<file path="src/rtl/io_irq_pkg.sv">
// Shared definitions for the io_irq interrupt controller: register offsets,
// handshake state encoding, source indices and STAT bit positions.
package io_irq_pkg;

  localparam logic [1:0] IRQ_MASK = 2'd0;
  localparam logic [1:0] IRQ_PEND = 2'd1;
  localparam logic [1:0] IRQ_STAT = 2'd2;

  typedef enum logic [1:0] {
    IDLE = 2'd0,
    REQ  = 2'd1,
    SVC  = 2'd2
  } irq_state_t;

  localparam int IRQ_TIMER = 0;
  localparam int IRQ_KBD   = 1;

  localparam int STAT_GIE     = 7;
  localparam int STAT_INSVC   = 6;
  localparam int STAT_IDX_LSB = 0;

  function automatic logic [7:0] stat_word(input logic gie, input logic insvc,
                                           input logic [2:0] idx);
    logic [7:0] s;
    s = '0;
    s[STAT_GIE] = gie;
    s[STAT_INSVC] = insvc;
    s[STAT_IDX_LSB +: 3] = idx;
    return s;
  endfunction

endpackage

</file>
<file path="src/rtl/io_irq_prio.sv">
// Lowest-index-wins priority encoder over the eligible interrupt sources.
module io_irq_prio #(
  parameter int NSRC = 4
) (
  input  logic [NSRC-1:0] req_i,
  output logic            valid_o,
  output logic [2:0]      idx_o
);

  always_comb begin
    valid_o = |req_i;
    idx_o = '0;
    for (int i = NSRC - 1; i >= 0; i--) begin
      if (req_i[i]) idx_o = 3'(i);
    end
  end

endmodule

</file>
<file path="src/rtl/io_irq.sv">
// Port-mapped interrupt controller: MASK/PEND/STAT registers, fixed-priority
// arbitration and an intr/ack/reti handshake. Optional macro IO_IRQ_EDGE_EN.
module io_irq
  import io_irq_pkg::*;
#(
  parameter int          NSRC     = 4,
  parameter logic [15:0] BASE     = 16'h24,
  parameter logic [7:0]  VEC_BASE = 8'h01
) (
  input  logic            clock,
  input  logic            reset_n,
  input  logic [15:0]     a,
  input  logic [7:0]      o,
  input  logic            r,
  input  logic            w,
  output logic [7:0]      p,
  input  logic [NSRC-1:0] irq_src,
  output logic            intr,
  output logic [7:0]      irq_vec,
  input  logic            irq_ack,
  input  logic            irq_reti,
  output irq_state_t      dbg_state
);

  // Handshake: intr is held while in REQ; a one-cycle irq_ack seen while intr
  // is high (and the latched source still eligible) completes the transfer.
  // irq_reti is only honoured in SVC; both strobes are ignored elsewhere.

  logic [NSRC-1:0] mask_q, mask_d;
  logic [NSRC-1:0] pend_q, pend_d;
  logic            gie_q, gie_d;
  irq_state_t      state_q, state_d;
  logic [2:0]      idx_q, idx_d;
  logic            intr_q, intr_d;
  logic [7:0]      vec_q, vec_d;

  logic [15:0]     off16;
  logic            hit;
  logic [1:0]      off;
  logic            wr_mask, wr_pend, wr_stat;
  logic [NSRC-1:0] evt, elig, cur_oh, ack_clr, w1c;
  logic            cur_elig, win_valid;
  logic [2:0]      win_idx;

  assign off16   = a - BASE;
  assign hit     = off16 < 16'd3;
  assign off     = off16[1:0];
  assign wr_mask = w && hit && (off == IRQ_MASK);
  assign wr_pend = w && hit && (off == IRQ_PEND);
  assign wr_stat = w && hit && (off == IRQ_STAT);

`ifdef IO_IRQ_EDGE_EN
  logic [NSRC-1:0] src_q, hist_q;

  // The extra register stage costs one cycle of latency but keeps the edge
  // detector free of any combinational path from irq_src to PEND.
  always_ff @(posedge clock or negedge reset_n) begin
    if (!reset_n) begin
      src_q  <= '0;
      hist_q <= '0;
    end else begin
      src_q  <= irq_src;
      hist_q <= src_q;
    end
  end

  assign evt = src_q & ~hist_q;
`else
  assign evt = irq_src;
`endif

  assign elig     = pend_q & mask_q & {NSRC{gie_q}};
  assign cur_oh   = NSRC'(1) << idx_q;
  assign cur_elig = |(elig & cur_oh);
  assign w1c      = wr_pend ? o[NSRC-1:0] : '0;

  io_irq_prio #(.NSRC(NSRC)) u_prio (
    .req_i   (elig),
    .valid_o (win_valid),
    .idx_o   (win_idx)
  );

  always_comb begin
    state_d = state_q;
    idx_d   = idx_q;
    ack_clr = '0;
    case (state_q)
      IDLE: begin
        if (win_valid) begin
          idx_d   = win_idx;
          state_d = REQ;
        end
      end
      REQ: begin
        // The winner stays fixed; a lost source drops the request outright.
        if (!cur_elig) begin
          state_d = IDLE;
        end else if (irq_ack) begin
          ack_clr = cur_oh;
          state_d = SVC;
        end
      end
      SVC: begin
        if (irq_reti) state_d = IDLE;
      end
      default: state_d = IDLE;
    endcase
  end

  always_comb begin
    mask_d = wr_mask ? o[NSRC-1:0] : mask_q;
    gie_d  = wr_stat ? o[STAT_GIE] : gie_q;
    pend_d = (pend_q & ~w1c & ~ack_clr) | evt;
    intr_d = (state_d == REQ);
    vec_d  = intr_d ? (VEC_BASE + 8'(idx_d)) : 8'h00;
  end

  always_ff @(posedge clock or negedge reset_n) begin
    if (!reset_n) begin
      mask_q  <= '0;
      pend_q  <= '0;
      gie_q   <= 1'b0;
      state_q <= IDLE;
      idx_q   <= '0;
      intr_q  <= 1'b0;
      vec_q   <= 8'h00;
    end else begin
      mask_q  <= mask_d;
      pend_q  <= pend_d;
      gie_q   <= gie_d;
      state_q <= state_d;
      idx_q   <= idx_d;
      intr_q  <= intr_d;
      vec_q   <= vec_d;
    end
  end

  always_comb begin
    p = 8'h00;
    if (hit) begin
      case (off)
        IRQ_MASK: p = 8'(mask_q);
        IRQ_PEND: p = 8'(pend_q);
        IRQ_STAT: p = stat_word(gie_q, state_q == SVC, idx_q);
        default:  p = 8'h00;
      endcase
    end
  end

  assign intr      = intr_q;
  assign irq_vec   = vec_q;
  assign dbg_state = state_q;

  // Reads are side-effect free, so the read strobe carries no information here.
  logic unused_ok;
  assign unused_ok = ^{r, o};

endmodule

</file>
<file path="config.mk">
export PLATFORM = sky130hd
export DESIGN_NAME = io_irq
export DESIGN_NICKNAME = d
export VERILOG_FILES = /design/src/rtl/io_irq_pkg.sv /design/src/rtl/io_irq_prio.sv /design/src/rtl/io_irq.sv
export SDC_FILE = /design/constraint.sdc
export NUM_CORES = 1
export LEC_CHECK = 0
export ABC_AREA = 1
export BUFFER_PORTS_ARGS = -buffer_cell sky130_fd_sc_hd__buf_2
export CORE_MARGIN = 1.5
export CORE_UTILIZATION = 44
export CTS_BUF_LIST = sky130_fd_sc_hd__clkbuf_2
export CTS_CLUSTER_SIZE = 25
export DETAILED_ROUTE_END_ITERATION = 10
export PLACE_DENSITY = 0.82
export SETUP_SLACK_MARGIN = 0.15
export SLEW_MARGIN = 5
export SYNTH_ARGS = -nofsm -noshare
export SYNTH_HDL_FRONTEND = slang
export SYNTH_HIERARCHICAL = 1
export SYNTH_SLANG_ARGS = --single-unit
</file>
<file path="constraint.sdc">
create_clock -name clock -period 1.9 [get_ports clock]
set_clock_uncertainty 0.15 [all_clocks]
set_input_delay 0.38 -clock clock [delete_from_list [all_inputs] [get_ports clock]]
set_output_delay 0.38 -clock clock [all_outputs]
set_load 0.05 [all_outputs]
</file>
==> results of run 1 <==
[area by class of cell]
cell class                      instances  area share, %
Multi-Input combinational cell        120           37.7
Timing Repair Buffer                   68           26.2
Sequential cell                        19           24.6
Inverter                               39           8.53
Tap cell                               31           1.99
Clock buffer                            4           1.03
[cells by family (layout without fill, tap and decap cells)]
kind of cell,Yosys count,after routing
buf+inv,46,111
simple gates,94,94
compound gates,17,17
fa+ha+maj,1,1
xor+xnor,1,1
other cells,2,7
flops,19,19
[per-layer routing]
| layer | vias up | part of all wire, % | GRT usage, % |
|---|---|---|---|
| met5 | - | 0 | 0 |
| met4 | 0 | 2.0 | 7.48 |
| met3 | 13 | 5.3 | 2.30 |
| met2 | 62 | 52 | 35.3 |
| met1 | 627 | 41 | 26.1 |
| li1 | 685 | - | - |
[synthesized netlist by cell type]
master	number	area share, %
dfrtp_1	19	38
o21ai_1	1	0.40
nor3_1	1	0.40
buf_4	7	4.2
nand2_4	2	1.8
inv_1	36	11
nor2_4	3	2.7
xor2_1	1	0.70
nand4_1	5	2.5
inv_2	3	0.90
o31ai_1	1	0.60
a21boi_1	2	1.2
nand2_2	2	1.0
nand3_2	1	0.80
a31oi_1	3	1.5
nor3_2	1	0.80
nand2_1	44	13
a21oi_1	4	1.6
o21ai_0	4	1.6
nand3_1	18	7.2
nor2_1	16	4.8
ha_1	1	1.0
a21oi_2	2	1.4
nor4_1	1	0.50
conb_1	2	0.60
[where the power goes]
part	leakage, nW	switching (W)	internal (W)
Sequential	0.231	0.00000136	0.000406
Combinational	0.805	0.0000849	0.0000571
Clock	0.0166	0.000129	0.0000557
[path summary, 6_finish.rpt]
check,end,slack (ns),cells after the start
min in group asynchronous,mask_q[0],0.33,2
setup reg to reg,irq_vec[2],-0.06,10
max in group asynchronous,dbg_state[0],0.91,2
hold / removal,pend_q[3],0.05,3
setup / recovery,irq_vec[2],-0.06,10
hold reg to reg,mask_q[2],0.45,2
[state kept, by name, summed over array words and instances, names as in the netlist]
name	flops
dbg_state	2
gie_q	1
idx_q	3
intr	1
irq_vec	4
mask_q	4
pend_q	4
[stage by stage]
step           util [%]  hold WS, ns  setup slack [ns]
6_report           71.4       0.0547           -0.0571
5_1_grt            71.4       0.0457            -0.201
4_1_cts            68.5       0.0576            0.0127
3_5_place_dp       62.2        0.192           -0.0540
3_3_place_gp       62.2        0.191           -0.0521
2_1_floorplan         -      -0.0656           -0.0980
[worst max-delay path, delay by kind of cell (launching register included)]
family	cells	cell delay, ns
DFF	1	0.51
xor gates and xnor gates	1	0.12
buffers and inverters	2	0.10
and+or+nand+nor	4	0.51
AOI/OAI and AO/OA	2	0.28
adders and majority gates	1	0.19
[repair_timing]
item | 4_1_cts | 5_1_grt
gates resized for setup | 25 | 20
hold buffers | 1 | 0
endpoints found under the setup margin | 9 | 11
hold endpoints to repair | 19 | 0
pin swaps | 12 | 14
buffers inserted | 8 | 3
==> flow_summary.toml, run 1 <==
[setup_path]
path_class = "flop to flop"
start_kind = "flop"
cpPeakStageDelay_ns = 0.51
cp-end-kind = "flop"
worst_r2r_startpoint = "gie_q"
slowest_stage = "dfrtp_2"
cpMostUsedCell = "inv_2"
cp-startpoint = "gie_q"
cp.required_ns = 2.00
cp.arrival_ns = 2.06
crit_fanout = 6
path_cells = "nand3_2 > inv_2 > inv_2 > nand4_1 > nand2_4 > nor2_2 > a21oi_2 > ha_2 > xor2_1 > a21boi_2"

[place]
gp_congestion = 0.897
placedCellCount = 265
io_buffers = 42
placed_area_sq_um = 1700
dp_hpwl_um = 2270

[logic_synthesis]
synthXorXnorAreaFrac_pct = 0.699
synth_cell_types = 25
ys_seq_area_share_pct = 37.9
synthMuxAreaShare_pct = 0
synth-seq-cells = 19
synthAdderAreaFrac_pct = 0.998
synthCells = 180
synth-compound-area-share_pct = 8.28
ys_warn_count = 6
synth_area_sq_um = 1250
synth_top_family_by_area = "simple AND/OR/NAND/NOR gates"
syn_area_per_cell_sq_um = 6.97
synthSimpleGateAreaFrac_pct = 35.6

[cts]
cts_tree = "yes"
clk_pin_slew_ns = 0.20
ctsRootBufferMaster = "clkbuf_2"
clk_latency_ns = 0.33
cts_buffers = 3
cts.path.max_buffers = 2
htreeDepth = 1
cts_sinks = 19

[detailed_routing]
dr.pass1.iters = 4
routed_wl_um = 3470
drt-initial-drc-count = 47
via_per_inst = 4.94
wire_per_inst_um = 12.3
via_count = 1387
drc_errors = 0
ant_nets = 0

[sta]
finalCriticalPeriod_ns = 1.96
rsz0062_at_grt = "yes"
timing.fmax_mhz = 511
slew_viol_final = 0
setup_ws_ns = -0.0571
finalSetupViolCount = 6
setup_tns_ns = -0.141
period_share_pct = 103
hold_viol_final = 0

[die]
coreArea_sq_um = 2730
rows = 19
fp.dieW_um = 56.4
die_y_um = 56.4
die-area_sq_um = 3180
ioPinCount = 53
start_util_pct = 45.9

[cells_and_area]
diodes = 0
mostFrequentLayoutCell = "nand2_1"
layout_common_cells = "nand2_1, buf_2, buf_4"
seq_area_sq_um = 479
fin_area_sq_um = 1950
final_nets = 286
syn_to_final_growth_pct = 55.7
finalNonFillerCells = 281
multiInputGateArea_sq_um = 736
n_fill_cell = 190
drive_gt1_share_pct = 48.8

[grt]
overflow = 0
grt_pass1_vias = 1261
grt_max_degree = 20
track_usage_pct = 20.4
antenna_found_initial = 0
grt_pass1_wl_um = 5220

[power_and_ir_drop]
power.leakage_nw = 1.05
total_power_w = 0.000734
p_per_area_nw_per_um2 = 376
irDropWorstVdd_v = 0.000380

[run_status]
violations = "negative setup slack"
outcome = "finished, violations left"

[min_path]
hp-class = "input pin to flop"
min-delay-start = "irq_src[3]"

[run]
maxCapViolCount = 0
Note: power is estimated with default switching activity, not from simulation.
==> run 2, diff against run 1 <==
--- a/config.mk
+++ b/config.mk
@@ -7,12 +7,15 @@
 export LEC_CHECK = 0
 export ABC_AREA = 1
 export BUFFER_PORTS_ARGS = -buffer_cell sky130_fd_sc_hd__buf_2
+export CELL_PAD_IN_SITES_DETAIL_PLACEMENT = 1
+export CELL_PAD_IN_SITES_GLOBAL_PLACEMENT = 1
 export CORE_MARGIN = 1.5
-export CORE_UTILIZATION = 44
+export CORE_UTILIZATION = 30
 export CTS_BUF_LIST = sky130_fd_sc_hd__clkbuf_2
 export CTS_CLUSTER_SIZE = 25
 export DETAILED_ROUTE_END_ITERATION = 10
 export PLACE_DENSITY = 0.82
+export RECOVER_POWER = 25
 export SETUP_SLACK_MARGIN = 0.15
 export SLEW_MARGIN = 5
 export SYNTH_ARGS = -nofsm -noshare
==> run 2 against run 1 <==
Effect of this change: the run still ends with negative setup slack left; utilization is 21 points lower; cell count is 8.2% higher; fmax is 3.2% lower; register-to-register slack worse by 0.06 ns; clock power is 6% higher; flip-flop and latch count stayed put; non-clock buffer count is 4 higher; total power hardly changed; setup slack worse by 0.065 ns; hold slack worse by 0.021 ns; die area is 44% higher; first-iteration DRC count is 32% lower; critical path type unchanged; critical endpoint unchanged; largest cell class unchanged; highest routed layer unchanged.
==> flow_summary.toml, run 2 (same netlist as run 1, synthesis figures left out) <==
[power_and_ir_drop]
p_sw_w = 0.000226
total_power_w = 0.000734
pwr-share-clk_pct = 26.6
power_frac_comb_pct = 17.9
p_seq_share_pct = 55.6
p_int_w = 0.000508
power_switching_share_pct = 30.8
power.leakage_nw = 1.08
irDropWorstVdd_v = 0.000189
p_per_area_nw_per_um2 = 361

[cts]
cts_tree = "yes"
clk_pin_slew_ns = 0.19
htreeDepth = 1
cts.path.max_buffers = 2
clk_latency_ns = 0.33
cts_buffers = 3
cts_sinks = 19
ctsRootBufferMaster = "clkbuf_2"

[cells_and_area]
post-route-util_pct = 50.9
n_fill_cell = 509
diodes = 0
final_nets = 290
layout_common_cells = "nand2_1, buf_2, buf_4"
syn_to_final_growth_pct = 62.4
mostFrequentLayoutCell = "nand2_1"
drive_gt1_share_pct = 53.1
finalNonFillerCells = 304
fin_area_sq_um = 2040

[sta]
tightest_slew_ns = 1.09
setup_ws_ns = -0.122
slew_viol_final = 0
rsz0062_at_grt = "yes"
timing.fmax_mhz = 495
relSlewSlack_pct = 27.3
period_share_pct = 106
finalSetupViolCount = 4
hold_viol_final = 0
finalCriticalPeriod_ns = 2.02

[detailed_routing]
ant_nets = 0
routed_wl_um = 4360
drc_errors = 0
via_count = 1414
wire_per_inst_um = 14.3
via_per_inst = 4.65
dr.pass1.iters = 5
drt-initial-drc-count = 32

[die]
die-area_sq_um = 4580
ioPinCount = 53
coreArea_sq_um = 4000
start_util_pct = 31.3
die_y_um = 67.6
rows = 23
fp.dieW_um = 67.6

[setup_path]
r2r_cells = 10
path_class = "flop to flop"
cp_top_family = "simple AND/OR/NAND/NOR gates"
cpMostUsedCell = "inv_2"
r2r-end = "irq_vec[2]"
worst-r2r-setup-slack_ns = -0.12
cp-end-kind = "flop"
path_cells = "nand3_2 > inv_2 > inv_2 > nand4_1 > nand2_4 > nor2_2 > a21oi_2 > ha_2 > xor2_1 > a21boi_2"
slowest_stage = "dfrtp_2"
cp.arrival_ns = 2.16
cpPeakStageDelay_ns = 0.52
start_kind = "flop"
crit_fanout = 5
critPathBufInv = 2
cp.required_ns = 2.04
worst_r2r_startpoint = "gie_q"

[grt]
grt_pass1_wl_um = 5980
antenna_found_initial = 0
grtUsageMet3_pct = 1.67
overflow = 0
use_met2_pct = 34.4
grtUsageMet1_pct = 19.7
grt_pass1_vias = 1337
track_usage_pct = 17.7
grt_most_used_layer = "met2"
grt_max_degree = 20

[min_path]
worstHoldPathCells = 2
min-delay-start = "irq_reti"
hold_path_end = "dbg_state[1]"
hp-class = "input pin to flop"

[place]
placedCellCount = 283
gp_congestion = 0.814
io_buffers = 42
placed_area_sq_um = 1720
place_ws_ns = -0.0761
dp_hpwl_um = 2810

[run_status]
violations = "negative setup slack"
outcome = "finished, violations left"

[run]
maxCapViolCount = 0
## run 2: cell types whose count changed in the layout (fill, tap and decap cells not counted), sizes merged
cell,previous run,this run
buf,67,69
clkbuf,4,6
clkinv,2,0
inv,37,39
## run 2: layout make-up
cell class / count / area, sq um / area share (%)
well taps: 50 / 62.6 / 3.07
clock buffers: 4 / 20.0 / 0.983
flip-flops and latches: 19 / 479 / 23.5
inverters: 39 / 161 / 7.93
multi-input cells: 120 / 810 / 39.8
repair buffers: 72 / 503 / 24.7
## run 2: worst max-delay path by stage
stage	cells after the start	slack, ns	startpoint	endpoint
after floorplan	7	-0.1	a[13]	p[6]
after global placement	9	-0.07	a[12]	p[1]
after detailed placement	9	-0.08	a[12]	p[1]
after CTS	10	-0.02	gie_q	irq_vec[2]
after global routing	10	-0.23	gie_q	irq_vec[2]
final	10	-0.12	gie_q	irq_vec[2]
## run 2: metal layers
metal	vias to the layer above	part of all wire, %
li1	698	-
met1	654	42
met2	54	52
met3	8	4.9
met4	0	1.4
met5	-	0
## run 2: worst register-to-register path: stages, from the launching register on
cell	delay, ns
dfrtp_2	0.52
nand3_2	0.12
inv_2	0.05
inv_2	0.07
nand4_1	0.20
nand2_4	0.16
nor2_2	0.05
a21oi_2	0.15
ha_2	0.20
xor2_1	0.14
a21boi_2	0.16
## run 2: power groups by stage
stage | Clock (W) | Combinational, W | Sequential, W
floorplan | 0 | 0.0000703 | 0.000415
global placement | 0 | 0.000115 | 0.000415
detailed placement | 0 | 0.000117 | 0.000415
CTS | 0.000195 | 0.000125 | 0.000408
global route | 0.000219 | 0.000143 | 0.000408
finish | 0.000195 | 0.000131 | 0.000408
## run 2: metrics by stage
| stage | hold WS, ns | TNS, ns |
|---|---|---|
| 2_1_floorplan | -0.0656 | -0.0980 |
| 3_3_place_gp | 0.198 | -0.265 |
| 3_5_place_dp | 0.202 | -0.405 |
| 4_1_cts | 0.0345 | -0.0209 |
| 5_1_grt | 0.0204 | -0.813 |
| 6_report | 0.0338 | -0.224 |
## run 2: repair_timing
item / CTS / global route
hold buffers: 1 / 0
setup buffers: 6 / 10
resized for setup: 27 / 25
endpoints found under the setup margin: 9 / 11
endpoints found under the hold margin: 19 / 0
pin swaps: 10 / 11
==> run 3, diff against run 2 <==
--- a/config.mk
+++ b/config.mk
@@ -7,6 +7,7 @@
 export LEC_CHECK = 0
 export ABC_AREA = 1
 export BUFFER_PORTS_ARGS = -buffer_cell sky130_fd_sc_hd__buf_2
+export CAP_MARGIN = 20
 export CELL_PAD_IN_SITES_DETAIL_PLACEMENT = 1
 export CELL_PAD_IN_SITES_GLOBAL_PLACEMENT = 1
 export CORE_MARGIN = 1.5
@@ -15,7 +16,7 @@
 export CTS_CLUSTER_SIZE = 25
 export DETAILED_ROUTE_END_ITERATION = 10
 export PLACE_DENSITY = 0.82
-export RECOVER_POWER = 25
+export RECOVER_POWER = 100
 export SETUP_SLACK_MARGIN = 0.15
 export SLEW_MARGIN = 5
 export SYNTH_ARGS = -nofsm -noshare
==> run 3 against run 2 <==
Effect of this change: the flow still finishes with violations (negative setup slack); global-route usage is the same; sequential power about the same; final area down 1.2%; via count decreased by 1.1%; critical path type unchanged; largest cell class unchanged.
==> flow_summary.toml, run 3 (same netlist as run 1, synthesis figures left out) <==
[die]
die-area_sq_um = 4580
rows = 23
start_util_pct = 31.3
coreArea_sq_um = 4000
fp.dieW_um = 67.6
die_y_um = 67.6
ioPinCount = 53

[cts]
clk_latency_ns = 0.34
cts_buffers = 3
cts_sinks = 19
clk_pin_slew_ns = 0.19
ctsRootBufferMaster = "clkbuf_2"
cts_tree = "yes"
cts.path.max_buffers = 2
htreeDepth = 1

[place]
gp_congestion = 0.814
placed_area_sq_um = 1720
io_buffers = 42
dp_hpwl_um = 2810

[cells_and_area]
mostFrequentLayoutCell = "nand2_1"
drive_gt1_share_pct = 50.4
final_nets = 290
diodes = 0
n_fill_cell = 513
fin_area_sq_um = 2010
syn_to_final_growth_pct = 60.5
multiInputGateArea_sq_um = 795
layout_common_cells = "nand2_1, buf_2, buf_4"
seq_area_sq_um = 479

[power_and_ir_drop]
irDropWorstVdd_v = 0.000189
power.leakage_nw = 1.04
p_per_area_nw_per_um2 = 364
total_power_w = 0.000733

[sta]
finalSetupViolCount = 4
setup_ws_ns = -0.107
hold_viol_final = 0
tightest_slew_ns = 1.09
relSlewSlack_pct = 27.1
finalCriticalPeriod_ns = 2.01
worst_hold_slack_ns = 0.0310
rsz0062_at_grt = "yes"
slew_viol_final = 0
timing.fmax_mhz = 498
period_share_pct = 106

[setup_path]
cp.required_ns = 2.04
cp-end-kind = "flop"
start_kind = "flop"
slowest_stage = "dfrtp_2"
crit_fanout = 5
cpPeakStageDelay_ns = 0.52
path_cells = "nand3_2 > inv_2 > inv_2 > nand4_1 > nand2_4 > nor2_2 > a21oi_2 > ha_2 > xor2_1 > a21boi_2"
path_class = "flop to flop"
r2r_cells = 10
cp.arrival_ns = 2.15
cpMostUsedCell = "inv_2"
r2r-end = "irq_vec[2]"
worst-r2r-setup-slack_ns = -0.11
worst_r2r_startpoint = "gie_q"

[grt]
grt_pass1_wl_um = 5980
grt_max_degree = 20
overflow = 0
track_usage_pct = 17.7
antenna_found_initial = 0
grt_pass1_vias = 1337

[detailed_routing]
routed_wl_um = 4360
drc_errors = 0
via_per_inst = 4.60
drt-initial-drc-count = 38
dr.pass1.iters = 4
wire_per_inst_um = 14.3
ant_nets = 0
via_count = 1399

[min_path]
worstHoldPathCells = 2
hp-class = "input pin to flop"
min-delay-start = "irq_reti"
hold_path_end = "dbg_state[1]"

[run]
maxCapViolCount = 0

[run_status]
outcome = "finished, violations left"
violations = "negative setup slack"
==> run 3: layout make-up <==
type                    count  share of cell area (%)
well taps                  50                    3.11
inverters                  39                    8.02
flip-flops and latches     19                    23.8
repair buffers             72                    24.6
clock buffers               4                   0.995
multi-input cells         120                    39.5
==> run 3: worst max-delay path by stage <==
stage	slack, ns	to	from	cells past startpoint
after global routing	-0.23	irq_vec[2]	gie_q	10
after detailed placement	-0.08	p[1]	a[12]	9
after global placement	-0.07	p[1]	a[12]	9
after floorplan	-0.1	p[6]	a[13]	7
after CTS	-0.02	irq_vec[2]	gie_q	10
final	-0.11	irq_vec[2]	gie_q	10
==> run 3: repair_timing <==
action                     4_1_cts  5_1_grt
hold buffers                     1        0
pin swaps                       10       11
gates resized for setup         27       25
hold endpoints to repair        19        0
buffers inserted                 6       10
setup endpoints to repair        9       11
==> run 3: metal layers <==
| layer | vias up | wire length [um] | GRT usage (%) |
|---|---|---|---|
| met4 | 0 | 78 | 6.12 |
| met2 | 39 | 2250 | 34.4 |
| met1 | 656 | 1860 | 19.7 |
| li1 | 697 | - | - |
| met5 | - | 0 | 0 |
| met3 | 7 | 174 | 1.67 |
==> run 3: critical path, delay by kind of cell, from the launching register on <==
kind	cells	cell delay [ns]
compound gates	2	0.31
xor+xnor	1	0.14
fa+ha+maj	1	0.20
buf+inv	2	0.12
flops	1	0.52
simple gates	4	0.52
==> run 3: through the flow <==
step                      worst slack (ns)  cells  setup TNS [ns]  util [%]
after global placement             -0.0668    283          -0.265      42.9
after detailed placement           -0.0761    283          -0.405      42.9
after CTS                          -0.0191    294         -0.0209      46.8
after floorplan                    -0.0980    185         -0.0980         -
after global routing                -0.226    304          -0.811      50.3
final                               -0.107    304          -0.190      50.3
==> run 3: where the power goes <==
| part | switching [W] | internal (W) |
|---|---|---|
| logic | 0.0000841 | 0.0000460 |
| registers | 0.00000178 | 0.000406 |
| clock network | 0.000139 | 0.0000557 |
| total | 0.000225 | 0.000508 |
